`config.mk`:
```
export PLATFORM = sky130hd
export DESIGN_NAME = clk_gate_ctrl_flat
export DESIGN_NICKNAME = d
export VERILOG_FILES = /design/src/rtl/clk_gate_ctrl_if.sv /design/src/rtl/clk_gate_ctrl.sv /design/src/flat_wrapper.sv
export SDC_FILE = /design/constraint.sdc
export NUM_CORES = 1
export LEC_CHECK = 0
export BUFFER_PORTS_ARGS = -buffer_cell sky130_fd_sc_hd__buf_2
export CORE_MARGIN = 4
export CORE_UTILIZATION = 60
export DETAILED_ROUTE_END_ITERATION = 12
export PLACE_DENSITY = 0.87
export SLEW_MARGIN = 15
export SYNTH_ARGS = -nofsm -noshare
export SYNTH_HDL_FRONTEND = slang
export SYNTH_SLANG_ARGS = --single-unit
export TNS_END_PERCENT = 50
```
`constraint.sdc`:
```
create_clock -name CLK -period 6.4 [get_ports CLK]
set_input_delay 0.96 -clock CLK [delete_from_list [all_inputs] [get_ports CLK]]
set_output_delay 0.96 -clock CLK [all_outputs]
set_load 0.05 [all_outputs]
```
`src/rtl/clk_gate_ctrl_if.sv`:
```
// Control-side signals of the clock gate controller.
// The system side uses the master modport and the controller uses the slave modport.
interface clk_gate_ctrl_if;
    logic       ACTIVITY;
    logic       WAKE_REQ;
    logic       FORCE_ON;
    logic       Gate_EN;
    logic       CLK_RDY;
    logic [7:0] GATE_CNT;

    modport master (
        output ACTIVITY, WAKE_REQ, FORCE_ON,
        input  Gate_EN, CLK_RDY, GATE_CNT
    );

    modport slave (
        input  ACTIVITY, WAKE_REQ, FORCE_ON,
        output Gate_EN, CLK_RDY, GATE_CNT
    );
endinterface

```
`src/rtl/clk_gate_ctrl.sv`:
```
// Idle-driven clock gate controller: gates after IDLE_CYCLES idle samples and
// reports ready WAKE_CYCLES edges after the wake-up edge. All outputs are registered.
module clk_gate_ctrl #(
    parameter int unsigned IDLE_CYCLES = 8,
    parameter int unsigned WAKE_CYCLES = 2
) (
    input logic           CLK,
    input logic           RST,
    clk_gate_ctrl_if.slave bus
);

    localparam logic [7:0] IDLE_LAST = 8'(IDLE_CYCLES - 1);
    localparam logic [3:0] WAKE_LAST = 4'(WAKE_CYCLES - 1);

    typedef enum logic [1:0] {OFF, WAKE, ON, IDLE_WAIT} state_t;

    state_t     state, state_nxt;
    logic [7:0] idle_cnt, idle_nxt;
    logic [3:0] wake_cnt, wake_nxt;
    logic [7:0] gate_cnt, gate_cnt_nxt;
    logic       gate_en, clk_rdy;
    logic       wake;

    function automatic logic [7:0] sat_inc(input logic [7:0] v);
        return (v == 8'hFF) ? v : v + 8'd1;
    endfunction

    // FORCE_ON folds into wake, so no path into OFF exists while it is high
    assign wake = bus.ACTIVITY | bus.WAKE_REQ | bus.FORCE_ON;

    always_comb begin
        state_nxt    = state;
        idle_nxt     = idle_cnt;
        wake_nxt     = wake_cnt;
        gate_cnt_nxt = gate_cnt;
        case (state)
            OFF: begin
                if (wake) begin
                    state_nxt = WAKE;
                    wake_nxt  = 4'd0;
                end
            end
            WAKE: begin
                // Settling ignores wake so a wake-up always completes into ON
                if (wake_cnt == WAKE_LAST) begin
                    state_nxt = ON;
                    wake_nxt  = 4'd0;
                end else begin
                    wake_nxt = wake_cnt + 4'd1;
                end
            end
            ON: begin
                if (wake) begin
                    idle_nxt = 8'd0;
                end else begin
                    state_nxt = IDLE_WAIT;
                    idle_nxt  = 8'd1;
                end
            end
            IDLE_WAIT: begin
                if (wake) begin
                    state_nxt = ON;
                    idle_nxt  = 8'd0;
                end else if (idle_cnt == IDLE_LAST) begin
                    state_nxt    = OFF;
                    idle_nxt     = 8'd0;
                    gate_cnt_nxt = sat_inc(gate_cnt);
                end else begin
                    idle_nxt = idle_cnt + 8'd1;
                end
            end
            default: begin
                state_nxt = OFF;
                idle_nxt  = 8'd0;
                wake_nxt  = 4'd0;
            end
        endcase
    end

    // Outputs are registered from the next state so they change on the same edge as the state
    always_ff @(posedge CLK or negedge RST) begin
        if (!RST) begin
            state    <= OFF;
            idle_cnt <= 8'd0;
            wake_cnt <= 4'd0;
            gate_cnt <= 8'd0;
            gate_en  <= 1'b0;
            clk_rdy  <= 1'b0;
        end else begin
            state    <= state_nxt;
            idle_cnt <= idle_nxt;
            wake_cnt <= wake_nxt;
            gate_cnt <= gate_cnt_nxt;
            gate_en  <= (state_nxt != OFF);
            clk_rdy  <= (state_nxt == ON) || (state_nxt == IDLE_WAIT);
        end
    end

    assign bus.Gate_EN  = gate_en;
    assign bus.CLK_RDY  = clk_rdy;
    assign bus.GATE_CNT = gate_cnt;

endmodule

```
`src/flat_wrapper.sv`:
```
// flat-port wrapper written by rule: the top's interface ports become plain ports
module clk_gate_ctrl_flat 
#(
    parameter int unsigned IDLE_CYCLES = 8,
    parameter int unsigned WAKE_CYCLES = 2
)
  (CLK, RST, bus_ACTIVITY, bus_WAKE_REQ, bus_FORCE_ON, bus_Gate_EN, bus_CLK_RDY, bus_GATE_CNT);
  clk_gate_ctrl_if bus_i ();
  input logic CLK;
  input logic RST;
  input wire logic [$bits(bus_i.ACTIVITY)-1:0] bus_ACTIVITY;
  input wire logic [$bits(bus_i.WAKE_REQ)-1:0] bus_WAKE_REQ;
  input wire logic [$bits(bus_i.FORCE_ON)-1:0] bus_FORCE_ON;
  output wire logic [$bits(bus_i.Gate_EN)-1:0] bus_Gate_EN;
  output wire logic [$bits(bus_i.CLK_RDY)-1:0] bus_CLK_RDY;
  output wire logic [$bits(bus_i.GATE_CNT)-1:0] bus_GATE_CNT;
  assign bus_i.ACTIVITY = bus_ACTIVITY;
  assign bus_i.WAKE_REQ = bus_WAKE_REQ;
  assign bus_i.FORCE_ON = bus_FORCE_ON;
  assign bus_Gate_EN = bus_i.Gate_EN;
  assign bus_CLK_RDY = bus_i.CLK_RDY;
  assign bus_GATE_CNT = bus_i.GATE_CNT;
  clk_gate_ctrl #(.IDLE_CYCLES(IDLE_CYCLES), .WAKE_CYCLES(WAKE_CYCLES)) u_core (.CLK(CLK), .RST(RST), .bus(bus_i));
endmodule
```
==> flow_metrics.py <==
metrics = {
    "synth": {
        "ys_seq_elements": 24,
        "yosysWarningCount": 0,
        "syn_area_mm2": 0.00126,
        "yosys-top-cells-area": "dfrtp_1, ha_1, o21ai_0, nand3_1, a31oi_1",
        "synth.top_cell.area_share_pct": 47.8,
        "yosysSeqAreaShare_pct": 47.8,
        "yosysUniqueCellTypes": 39,
        "yosys.area.top_type": "dfrtp_1",
        "syn_nets": 131,
        "postSynthAreaPerCell_um2": 10.3,
        "syn_inst": 122,
    },
    "cts": {
        "clkSinkCount": 24,
        "clk_path_buf_depth": 2,
        "cts_tree": "yes",
        "clock_latency_ns": 0.32,
        "cts-root-buf": "clkbuf_4",
        "htree_levels": 1,
        "cts_hold_buf": 0,
        "path_clk_slew_ns": 0.12,
        "cts_inserted_buffers": 3,
        "post_cts_resized": 0,
        "postCtsSetupBuffers": 0,
    },
    "worst_setup_path": {
        "cpMaxStageDelayCell": "nand3_1",
        "r2r_setup_slack_ns": 4.21,
        "critical_path.top_delay_family": "simple AND/OR/NAND/NOR gates",
        "reg2reg_depth": 4,
        "cp-start-kind": "input pin",
        "required_ns": 6.61,
        "worstPathCellList": "buf_2 > nor3_1 > nand3_1 > nor4_1 > mux2_2",
        "critical_path_arrival_ns": 2.85,
        "path_class": "in2reg",
        "critPathBufInv": 1,
        "startpoint": "bus_WAKE_REQ",
        "worst-path-stages": 5,
        "cp_max_fo": 15,
        "reg2reg_to": "u_core.bus.GATE_CNT[6]$_DFFE_PN0P_",
        "worst_setup_path_end_kind": "flip-flop",
        "r2r_start": "u_core.idle_cnt[3]$_DFFE_PN0P_",
        "max_stage_delay_ns": 0.52,
    },
    "pwr": {
        "intPower_mw": 0.218,
        "power.switching_mw": 0.0529,
        "ir_drop_v": 0.000171,
        "clkPwrFrac_pct": 40.7,
        "power.leakage_nw": 0.642,
        "p_seq_share_pct": 56.6,
        "power_density_mw_per_mm2": 195,
        "pwr-share-comb_pct": 2.7,
        "swShare_pct": 19.5,
    },
    "sta": {
        "setup_viol": 0,
        "drv_slew": 0,
        "fin_skew_ns": 0.0140,
        "worstMarginPinSlew_ns": 0.704,
        "layout_setup_ws_ns": 3.77,
        "hold_slack_ns": 0.519,
        "period_share_pct": 41.2,
        "period_needed_ns": 2.63,
        "rsz0062_at_grt": "no",
        "finalSetupTns_ns": 0,
        "slew_headroom_pct": 52.7,
        "fmax_mhz": 380,
        "finalHoldViolations": 0,
    },
    "floorplanning": {
        "std_cell_rows": 16,
        "ios": 15,
        "core_mm2": 0.00198,
        "die_y_um": 53.8,
        "die-width_um": 53.8,
        "dieArea_mm2": 0.00289,
        "start_util_pct": 63.4,
    },
    "cells_and_area": {
        "nFillCells": 138,
        "area_delta_synth_final_pct": 10.7,
        "drive_above_1_share_pct": 20.6,
        "final_nets": 146,
        "diodes": 0,
        "final_cell_mix": "dfrtp_1, buf_2, nand2_1, o21ai_0",
        "layout_commonest_cell": "dfrtp_1",
    },
    "min_path": {
        "hold_path_class": "reg2reg",
        "hp-start": "u_core.bus.GATE_CNT[7]$_DFFE_PN0P_",
        "hold_path_end": "u_core.bus.GATE_CNT[7]$_DFFE_PN0P_",
        "holdPathStages": 1,
    },
    "placed_design": {
        "place_ws_ns": 3.43,
        "place.gp.congestion": 0.770,
        "dp_hpwl_um": 1670,
        "port-buffer-count": 14,
    },
    "route": {
        "first_pass_iters": 4,
        "ant_nets": 0,
        "drt_iter0_markers": 19,
        "wl_per_cell_um": 14.6,
        "drt-vias-per-instance": 6.13,
        "drc": 0,
        "num_vias": 999,
        "wl_um": 2390,
    },
    "grt": {
        "grt_max_degree": 25,
        "grt_pass1_wl_um": 4200,
        "grt_usage_pct": 20.0,
        "overflow": 0,
        "grt_antenna_before_repair": 0,
        "grt_pass1_vias": 947,
    },
    "job": {
        "max_cap_violations": 0,
    },
    "run_status": {
        "status": "finished clean",
    },
}
## how the worst max path moves through the flow
| stage | to | slack [ns] |
|---|---|---|
| floorplan | u_core.bus.GATE_CNT[3]$_DFFE_PN0P_ | 3.97 |
| global placement | u_core.bus.GATE_CNT[6]$_DFFE_PN0P_ | 3.51 |
| detailed placement | u_core.bus.GATE_CNT[6]$_DFFE_PN0P_ | 3.43 |
| CTS | u_core.bus.GATE_CNT[6]$_DFFE_PN0P_ | 3.78 |
| global route | u_core.bus.GATE_CNT[6]$_DFFE_PN0P_ | 3.63 |
| finish | u_core.bus.GATE_CNT[6]$_DFFE_PN0P_ | 3.77 |
## cell usage after synthesis, drive strengths merged
cell    instances
dfrtp          24
nand2           8
o21ai           8
inv             7
nand3           7
a31oi           5
nor3            5
a21o            4
ha              4
a21oi           3
and3            3
clkbuf          3
mux2            3
nand2b          3
nor2            3
nor3b           3
nor4            3
or3             3
xor2            3
mux2i           2
nor2b           2
o22ai           2
o41ai           2
xnor2           2
a211o           1
a31o            1
buf             1
nand4           1
nor4b           1
o31a            1
o31ai           1
o32ai           1
or3b            1
or4             1
## state kept, by name, summed over array words and instances (netlist names)
| signal | count |
|---|---|
| u_core.wake_cnt | 4 |
| u_core.bus.GATE_CNT | 8 |
| u_core.idle_cnt | 8 |
| u_core.state | 2 |
| u_core.bus.CLK_RDY | 1 |
| u_core.bus.Gate_EN | 1 |
## routing by layer
| layer | global-route usage, % | up-vias | routed length (um) |
|---|---|---|---|
| met4 | 9.36 | 0 | 42 |
| met2 | 30.6 | 39 | 1090 |
| met5 | 0 | - | 0 |
| met3 | 5.54 | 6 | 149 |
| li1 | - | 479 | - |
| met1 | 26.1 | 475 | 1110 |
## logic make-up after synthesis
| kind of cell | synth area share, % |
|---|---|
| compound gates | 15.0 |
| simple gates | 21.5 |
| xor+xnor | 3.49 |
| flops | 47.8 |
| fa+ha+maj | 3.98 |
| buf+inv | 3.88 |
| mux | 4.28 |
## through the flow
step | instance area [um2] | power, mW | instances | util [%]
CTS | 1390 | 0.272 | 163 | 70.1
global route | 1390 | 0.278 | 163 | 70.1
floorplan | 1260 | 0.159 | 122 | -
global placement | 1340 | 0.164 | 159 | 67.5
detailed placement | 1340 | 0.164 | 159 | 67.5
finish | 1390 | 0.271 | 163 | 70.1
## power by group through the flow
stage / logic [mW] / registers [mW] / clock network [mW]
6_report: 0.00742 / 0.153 / 0.110
5_1_grt: 0.00853 / 0.154 / 0.116
4_1_cts: 0.00760 / 0.153 / 0.111
3_5_place_dp: 0.00759 / 0.156 / 0
3_3_place_gp: 0.00744 / 0.156 / 0
2_1_floorplan: 0.00285 / 0.156 / 0
## area by class of cell
| class | instances | area [um2] | area share (%) |
|---|---|---|---|
| multi-input combinational | 87 | 607 | 43.7 |
| sequential | 24 | 601 | 43.2 |
| timing repair buffer | 14 | 70.1 | 5.04 |
| tap | 27 | 33.8 | 2.43 |
| clock inverter | 1 | 30.0 | 2.16 |
| inverter | 7 | 26.3 | 1.89 |
| clock buffer | 3 | 22.5 | 1.62 |
(Power assumes the default switching activity.)
